`config.mk`:
```
export PLATFORM = sky130hd
export DESIGN_NAME = addsub_arbiter
export DESIGN_NICKNAME = d
export VERILOG_FILES = /design/src/rtl/addsub_arbiter.sv
export SDC_FILE = /design/constraint.sdc
export NUM_CORES = 1
export LEC_CHECK = 0
export ABC_AREA = 1
export BUFFER_PORTS_ARGS = -buffer_cell sky130_fd_sc_hd__buf_2
export CELL_PAD_IN_SITES_DETAIL_PLACEMENT = 0
export CELL_PAD_IN_SITES_GLOBAL_PLACEMENT = 1
export CORE_MARGIN = 5
export CORE_UTILIZATION = 33
export DETAILED_ROUTE_END_ITERATION = 8
export PLACE_DENSITY = 0.82
export SYNTH_ARGS = -nofsm -noshare
export SYNTH_HDL_FRONTEND = slang
export SYNTH_SLANG_ARGS = --single-unit
export TNS_END_PERCENT = 30
```
`constraint.sdc`:
```
create_clock -name CLK -period 3.8 [get_ports CLK]
set_input_delay 0.38 -clock CLK [delete_from_list [all_inputs] [get_ports CLK]]
set_output_delay 0.38 -clock CLK [all_outputs]
set_load 0.01 [all_outputs]
```
`src/rtl/addsub_arbiter.sv`:
```
// Two-port arbiter sharing one external BCD/binary add-sub unit; one operation per 3 cycles.
// Latency: grant edge k -> ACK in cycle k+1 -> DONE (with registered result) in cycle k+2.
// Backpressure: requests are level-held until ACK; requests seen while busy wait for the next IDLE.
module addsub_arbiter #(
   parameter int RR_EN = 1
) (
   input  logic        CLK,
   input  logic        RST_N,
   input  logic        REQ0,
   input  logic        REQ1,
   input  logic [15:0] A0,
   input  logic [15:0] A1,
   input  logic [15:0] B0,
   input  logic [15:0] B1,
   input  logic        CI0,
   input  logic        CI1,
   input  logic        ADD0,
   input  logic        ADD1,
   input  logic        BCD0,
   input  logic        BCD1,
   input  logic        W16_0,
   input  logic        W16_1,
   output logic        ACK0,
   output logic        ACK1,
   output logic        DONE0,
   output logic        DONE1,
   output logic        BUSY,
   output logic [15:0] U_A,
   output logic [15:0] U_B,
   output logic        U_CI,
   output logic        U_ADD,
   output logic        U_BCD,
   output logic        U_W16,
   input  logic [15:0] U_S,
   input  logic        U_CO,
   input  logic        U_VO,
   output logic [15:0] RES,
   output logic        RES_C,
   output logic        RES_V,
   output logic        RES_N,
   output logic        RES_Z
);

   typedef enum logic [1:0] {ST_IDLE = 2'd0, ST_EXEC = 2'd1, ST_RESP = 2'd2} state_t;

   state_t      state_q, state_d;
   logic        last_q, last_d;     // port granted most recently
   logic        gnt_q, gnt_d;       // port owning the operation in flight
   logic [15:0] u_a_q, u_a_d, u_b_q, u_b_d;
   logic        u_ci_q, u_ci_d, u_add_q, u_add_d, u_bcd_q, u_bcd_d, u_w16_q, u_w16_d;
   logic [15:0] res_q, res_d;
   logic        res_c_q, res_c_d, res_v_q, res_v_d, res_n_q, res_n_d, res_z_q, res_z_d;
   logic        ack0_q, ack0_d, ack1_q, ack1_d, done0_q, done0_d, done1_q, done1_d;
   logic        win1;
   logic [15:0] res_w;

   // Port 1 wins when alone, or on a contest in round-robin mode if port 0 was granted last.
   assign win1 = REQ1 & (~REQ0 | ((RR_EN != 0) & ~last_q));

   // In 8-bit mode the high byte of operand A passes through untouched.
   assign res_w = u_w16_q ? U_S : {u_a_q[15:8], U_S[7:0]};

   // Next-state and next-output computation for the IDLE/EXEC/RESP sequence.
   always_comb begin
      state_d = state_q;
      last_d  = last_q;
      gnt_d   = gnt_q;
      u_a_d   = u_a_q;
      u_b_d   = u_b_q;
      u_ci_d  = u_ci_q;
      u_add_d = u_add_q;
      u_bcd_d = u_bcd_q;
      u_w16_d = u_w16_q;
      res_d   = res_q;
      res_c_d = res_c_q;
      res_v_d = res_v_q;
      res_n_d = res_n_q;
      res_z_d = res_z_q;
      ack0_d  = 1'b0;
      ack1_d  = 1'b0;
      done0_d = 1'b0;
      done1_d = 1'b0;
      case (state_q)
         ST_IDLE: begin
            if (REQ0 | REQ1) begin
               last_d  = win1;
               gnt_d   = win1;
               u_a_d   = win1 ? A1    : A0;
               u_b_d   = win1 ? B1    : B0;
               u_ci_d  = win1 ? CI1   : CI0;
               u_add_d = win1 ? ADD1  : ADD0;
               u_bcd_d = win1 ? BCD1  : BCD0;
               u_w16_d = win1 ? W16_1 : W16_0;
               ack0_d  = ~win1;
               ack1_d  = win1;
               state_d = ST_EXEC;
            end
         end
         ST_EXEC: begin
            res_d   = res_w;
            res_c_d = U_CO;
            res_v_d = U_VO;
            res_n_d = u_w16_q ? res_w[15] : res_w[7];
            res_z_d = u_w16_q ? (res_w == 16'h0000) : (res_w[7:0] == 8'h00);
            done0_d = ~gnt_q;
            done1_d = gnt_q;
            state_d = ST_RESP;
         end
         ST_RESP: begin
            state_d = ST_IDLE;
         end
         default: begin
            state_d = ST_IDLE;
         end
      endcase
   end

   // All state and registered outputs; reset aborts any operation in flight.
   always_ff @(posedge CLK or negedge RST_N) begin
      if (!RST_N) begin
         state_q <= ST_IDLE;
         last_q  <= 1'b1;
         gnt_q   <= 1'b0;
         u_a_q   <= '0;
         u_b_q   <= '0;
         u_ci_q  <= 1'b0;
         u_add_q <= 1'b0;
         u_bcd_q <= 1'b0;
         u_w16_q <= 1'b0;
         res_q   <= '0;
         res_c_q <= 1'b0;
         res_v_q <= 1'b0;
         res_n_q <= 1'b0;
         res_z_q <= 1'b1;
         ack0_q  <= 1'b0;
         ack1_q  <= 1'b0;
         done0_q <= 1'b0;
         done1_q <= 1'b0;
      end else begin
         state_q <= state_d;
         last_q  <= last_d;
         gnt_q   <= gnt_d;
         u_a_q   <= u_a_d;
         u_b_q   <= u_b_d;
         u_ci_q  <= u_ci_d;
         u_add_q <= u_add_d;
         u_bcd_q <= u_bcd_d;
         u_w16_q <= u_w16_d;
         res_q   <= res_d;
         res_c_q <= res_c_d;
         res_v_q <= res_v_d;
         res_n_q <= res_n_d;
         res_z_q <= res_z_d;
         ack0_q  <= ack0_d;
         ack1_q  <= ack1_d;
         done0_q <= done0_d;
         done1_q <= done1_d;
      end
   end

   assign BUSY  = (state_q != ST_IDLE);
   assign ACK0  = ack0_q;
   assign ACK1  = ack1_q;
   assign DONE0 = done0_q;
   assign DONE1 = done1_q;
   assign U_A   = u_a_q;
   assign U_B   = u_b_q;
   assign U_CI  = u_ci_q;
   assign U_ADD = u_add_q;
   assign U_BCD = u_bcd_q;
   assign U_W16 = u_w16_q;
   assign RES   = res_q;
   assign RES_C = res_c_q;
   assign RES_V = res_v_q;
   assign RES_N = res_n_q;
   assign RES_Z = res_z_q;

endmodule

```
==> reports/qor.yml, run 1 <==
io_pins: 155
clkSlewWorstSetupHoldPaths_ns: 0.07
clock_path_buffers: 2
setup.worst_path.start: "state_q[1]$_DFFE_PN0P_"
cts_tree: "yes"
startpoint_type: "flip-flop"
p_total_w: 0.00313
hold_viol_final: 0
cp.arrival_ns: 2.33
ctsHtreeMaxLevel: 3
vias_per_cell: 4.60
finClkSkew_ns: 0.00727
rsz0062_at_grt: "no"
fp.dieH_um: 103
first_pass_iters: 4
io_buffers: 154
p_sw_w: 0.00125
grt_pass1_wl_mm: 13.0
clock.fmax_mhz: 478
path_max_fanout: 31
clk_latency_ns: 0.33
num-fill-cells: 849
areaGrowthSynthToFinish_pct: 35.7
yosysSeqAreaShare: 0.565
relSlewSlack: 0.276
ys_ff_latch: 64
hp-class: "primary input to asynchronous set/reset pin"
sw_frac_of_total: 0.401
yosysWarnings: 0
grt_start_max_net_pins: 39
vias: 2757
wl_per_cell_um: 14.1
setup_viol: 0
gp_congestion: 0.833
holdWs_ns: 0.157
cts_made_buffers: 9
r2r_end: "U_A[9]$_DFFE_PN0P_"
dieArea_um2: 10600
rr_startpoint: "state_q[1]$_DFFE_PN0P_"
utilization: 0.464
fin_area_um2: 3850
irDropWorstVdd_v: 0.000261
cap_violations: 0
r2r_setup_slack_ns: 1.71
initialDrtViolationCount: 75
grt_use_total: 0.159
placed_area_um2: 3630
critPathKind: "flip-flop to flip-flop"
post_cts_resize_count: 0
diodes: 0
ant_nets: 0
min_period_ns: 2.09
required_ns: 4.04
setup_tns_ns: 0
grt_pass1_vias: 2684
tightestPinTransition_ns: 1.08
hold_buffers: 0
cp-endpoint: "U_A[9]$_DFFE_PN0P_"
synthesis.area_um2: 2840
std_cell_rows: 33
cts_sinks: 64
fin_nets: 584
route.detailed.drc: 0
grt-ovfl-total: 0
finalCritPeriodShare: 0.550
p_clk_frac: 0.201
combinationalPowerShare: 0.416
synth_cells: 339
p_int_w: 0.00187
syn-num-nets: 433
syn_area_per_cell_um2: 8.37
seqPwrFrac: 0.383
cellLeakagePower_nw: 2.14
fp.dieW_um: 103
coreArea_um2: 8300
drive_gt1_frac: 0.362
antenna_found_initial: 0
drt_wl_total_mm: 8.48
clk_root_buffer_cell: "clkbuf_8"
cts_setup_buffers: 0
rr_worst_depth: 7
yosysUniqueCellTypes: 23
status: "completed"
start_util: 0.342
p_per_area_nw_per_um2: 811
hpwl_mm: 6.38
drv_slew: 0
end_kind: "flip-flop"
==> registers in the layout (all words and copies together) (netlist names), 2 cells and up <==
signal / flops
RES: 16
U_B: 16
U_A: 16
state_q: 2
==> through the flow <==
stage,worst slack (ns),cells
finish,1.71,600
CTS,1.68,600
global placement,1.65,584
floorplan,2.46,339
detailed placement,1.62,584
global route,1.46,600
==> worst min path at each step <==
stage,start,to,slack (ns),cells after the start
2_1_floorplan,RST_N,ACK0$_DFF_PN0_,0.08,0
3_3_place_gp,gnt_q$_DFFE_PN0P_,DONE0$_DFF_PN0_,0.43,1
3_5_place_dp,gnt_q$_DFFE_PN0P_,DONE0$_DFF_PN0_,0.44,1
4_1_cts,RST_N,RES[12]$_DFFE_PN0N_,0.19,1
5_1_grt,RST_N,RES_C$_DFFE_PN0N_,0.23,1
6_report,RST_N,RES[14]$_DFFE_PN0N_,0.16,1
==> logic make-up after synthesis <==
group / after synthesis / share of synthesized area
compound gates: 59 / 0.111
buf+inv: 44 / 0.0784
flops: 64 / 0.565
simple gates: 172 / 0.245
==> synth_stat cells (all sizes together) <==
cell type / n / area, µm²
nand2: 127 / 487
dfrtp: 62 / 1550
o21ai: 49 / 245
nor2: 32 / 144
inv: 28 / 105
nand3: 12 / 60.1
buf: 11 / 98.8
o211ai: 7 / 52.6
clkbuf: 4 / 15.0
dfstp: 2 / 52.6
o22ai: 2 / 12.5
a21oi: 1 / 5.00
clkinv: 1 / 3.75
nand4: 1 / 6.26
==> cells in the final DEF, fill, tap and decap left out, drive strengths merged <==
master | synthesis | routed
nand3 | 12 | 12
clkinv | 1 | 2
dfrtp | 62 | 62
inv | 28 | 28
o21ai | 49 | 49
dfstp | 2 | 2
o22ai | 2 | 2
bufinv | 0 | 1
nand2 | 127 | 127
buf | 11 | 155
a21oi | 1 | 1
clkbuf | 4 | 14
o211ai | 7 | 7
nand4 | 1 | 1
nor2 | 32 | 32
==> critical path: stages, from the launching register on <==
cell and delay, ns:
dfrtp_1 0.36, inv_1 0.06, nand2_1 0.09, nor2_4 0.50
inv_2 0.42, nor2_8 0.36, nand2_1 0.11, o211ai_1 0.09
==> metal layers <==
layer	up-vias	track usage	part of all wire
li1	1374	-	-
met1	1268	0.201	0.41
met2	107	0.266	0.49
met3	8	0.0365	0.087
met4	0	0.0578	0.015
met5	-	0	0
==> power groups by stage <==
stage / registers [W] / clock network, W / logic, W
after detailed placement: 0.00120 / 0 / 0.00134
after floorplan: 0.00132 / 0 / 0.000698
after global routing: 0.00124 / 0.000676 / 0.00148
after global placement: 0.00120 / 0 / 0.00131
final: 0.00120 / 0.000629 / 0.00130
after CTS: 0.00120 / 0.000643 / 0.00134
==> cell type report <==
type	instances	area, µm²	area share
clock buffer	14	183	0.0474
clock inverter	2	35.0	0.00909
inverter	29	109	0.0283
multi-input combinational	231	1010	0.263
sequential	64	1600	0.416
tap	105	131	0.0341
timing repair buffer	155	778	0.202
No activity file was read; power rests on OpenSTA's default activity.
==> run 2: changes to the inputs <==
Settings changed: CORE_UTILIZATION 33 to 28, PLACE_DENSITY 0.82 to 0.74.
Clock period 3.8 ns to 1.88 ns, I/O delays scaled along.
==> run 2 against run 1 <==
Setup slack worse by 1.4 ns. Combinational power rose by 110%. Sequential share of layout area shrank 0.67 points. Total power increased by 98%. Maximum frequency increased by 36%.
==> reports/qor.yml, run 2 (synthesis gave the netlist of run 1 again) <==
status: "completed"
antenna_found_initial: 1  # +1
irDropWorstVdd_v: 0.000490  # +88%
finalCritPeriodShare: 0.815  # +0.265
relSlewSlack: 0.745  # +0.470
critPathKind: "flip-flop to flip-flop"
drive_gt1_frac: 0.367  # +0.00565
cts_made_buffers: 9  # unchanged
ctsHtreeMaxLevel: 3  # unchanged
fin_nets: 590  # +1.0%
drt_wl_total_mm: 8.63  # +1.8%
io_buffers: 154  # unchanged
min_period_ns: 1.53  # -0.558 ns
clk_root_buffer_cell: "clkbuf_8"
rr_startpoint: "last_q$_DFFE_PN1P_"
hold_viol_final: 0  # unchanged
io_pins: 155  # unchanged
fp.dieW_um: 111  # +7.7%
grt_pass1_vias: 2859  # +6.5%
setup_viol: 0  # unchanged
ant_nets: 0  # unchanged
crit_slowest_cell: "dfstp_2"
vias: 2747  # -0.36%
setup.worst_path.start: "last_q$_DFFE_PN1P_"
startpoint_type: "flip-flop"
rr_worst_depth: 7  # unchanged
clk_latency_ns: 0.34  # about the same
r2r_setup_slack_ns: 0.35  # -1.36 ns
p_per_area_nw_per_um2: 1580  # +95%
hp-class: "primary input to flip-flop"
drv_slew: 0  # unchanged
initialDrtViolationCount: 84  # +12%
cp.arrival_ns: 1.78  # -0.55 ns
gp_congestion: 0.774  # -7.0%
coreArea_um2: 9820  # +18%
vias_per_cell: 4.33  # -5.7%
route.detailed.drc: 0  # unchanged
r2r_end: "U_A[9]$_DFFE_PN0P_"
std_cell_rows: 36  # +9.1%
cts_tree: "yes"
diodes: 0  # unchanged
timing.final.ws_setup_ns: 0.347  # -1.36 ns
grt_start_max_net_pins: 65  # +67%
path_cells: "nand2_1, nand2_4, inv_2, nand2_2, inv_2, nand2_1, o211ai_1"
critPathBufInv: 2  # unchanged
wl_per_cell_um: 13.6  # -3.6%
path_max_fanout: 20  # -35%
cellLeakagePower_nw: 2.14  # about the same
grt_pass1_wl_mm: 14.4  # +11%
mostFrequentLayoutCells: "buf_2, nand2_1, dfrtp_1"
dieArea_um2: 12300  # +16%
tightestPinTransition_ns: 0.382  # -0.703 ns
areaGrowthSynthToFinish_pct: 37.9
clock.fmax_mhz: 652  # +36%
cp_top_family: "buffers and inverters"
layout.cells.most_common: "buf_2"
cp.depth: 7  # unchanged
clkSlewWorstSetupHoldPaths_ns: 0.08  # about the same
start_util: 0.289  # -0.0530
clock_path_buffers: 2  # unchanged
cap_violations: 0  # unchanged
end_kind: "flip-flop"
grt-ovfl-total: 0  # unchanged
grt_use_total: 0.144  # -0.0143
setup_tns_ns: 0  # unchanged
hpwl_mm: 6.58  # +3.1%
first_pass_iters: 6  # +2
fp.dieH_um: 111  # +7.7%
cp-endpoint: "U_A[9]$_DFFE_PN0P_"
cts_setup_buffers: 0  # unchanged
post-place-ws_ns: 0.371  # -1.25 ns
cp_slowest_stage_delay_ns: 0.37  # -0.13 ns
finClkSkew_ns: 0.0136  # +0.00637 ns
rsz0062_at_grt: "no"
p_total_w: 0.00620  # +98%
required_ns: 2.12  # -1.92 ns
cts_sinks: 64  # unchanged
[run 2: repair_timing]
item,4_1_cts,5_1_grt
hold buffers,1,0
hold endpoints to repair,62,0
resized for setup,0,0
[run 2: layer usage]
layer	GRT usage	wire length, µm	up-vias
met5	0	13	-
met4	0.0443	99	2
met3	0.0573	696	12
li1	-	-	1381
met1	0.186	3820	1252
met2	0.222	4000	100
[run 2: power by group]
part	switching (W)	internal [W]	total [W]
Clock	0.000544	0.000551	0.00109
Combinational	0.00168	0.00104	0.00272
Sequential	0.000342	0.00205	0.00239
Total	0.00257	0.00363	0.00620
[run 2: cell type report]
type	count	area, µm²
sequential	64	1600
fill	1090	5900
inverter	29	109
tap	133	166
multi-input combinational	231	1010
timing repair buffer	161	838
clock buffer	12	155
clock inverter	4	30.0
[run 2: tightest hold or removal path, stage by stage]
cell	delay (ns)
buf_2	0.07
nand2_1	0.04
nand2_1	0.05
[run 2: worst min path at each step]
stage,from,end,slack (ns),cells after the start
after floorplan,RST_N,ACK0$_DFF_PN0_,-0.11,0
after global placement,RST_N,ACK0$_DFF_PN0_,0.23,2
after detailed placement,RST_N,ACK0$_DFF_PN0_,0.23,2
after CTS,U_VO,RES_V$_DFFE_PN0N_,0.03,3
after global routing,A0[7],U_A[7]$_DFFE_PN0P_,0.03,3
final,U_CO,RES_C$_DFFE_PN0N_,0.06,3
[run 2: metrics by stage]
step	std cells	utilization	hold slack, ns	instance area [µm²]
final	634	0.399	0.0559	3920
after global routing	634	0.399	0.0318	3920
after floorplan	339	-	-0.108	2840
after CTS	634	0.399	0.0298	3920
after detailed placement	617	0.379	0.232	3720
after global placement	617	0.379	0.234	3720
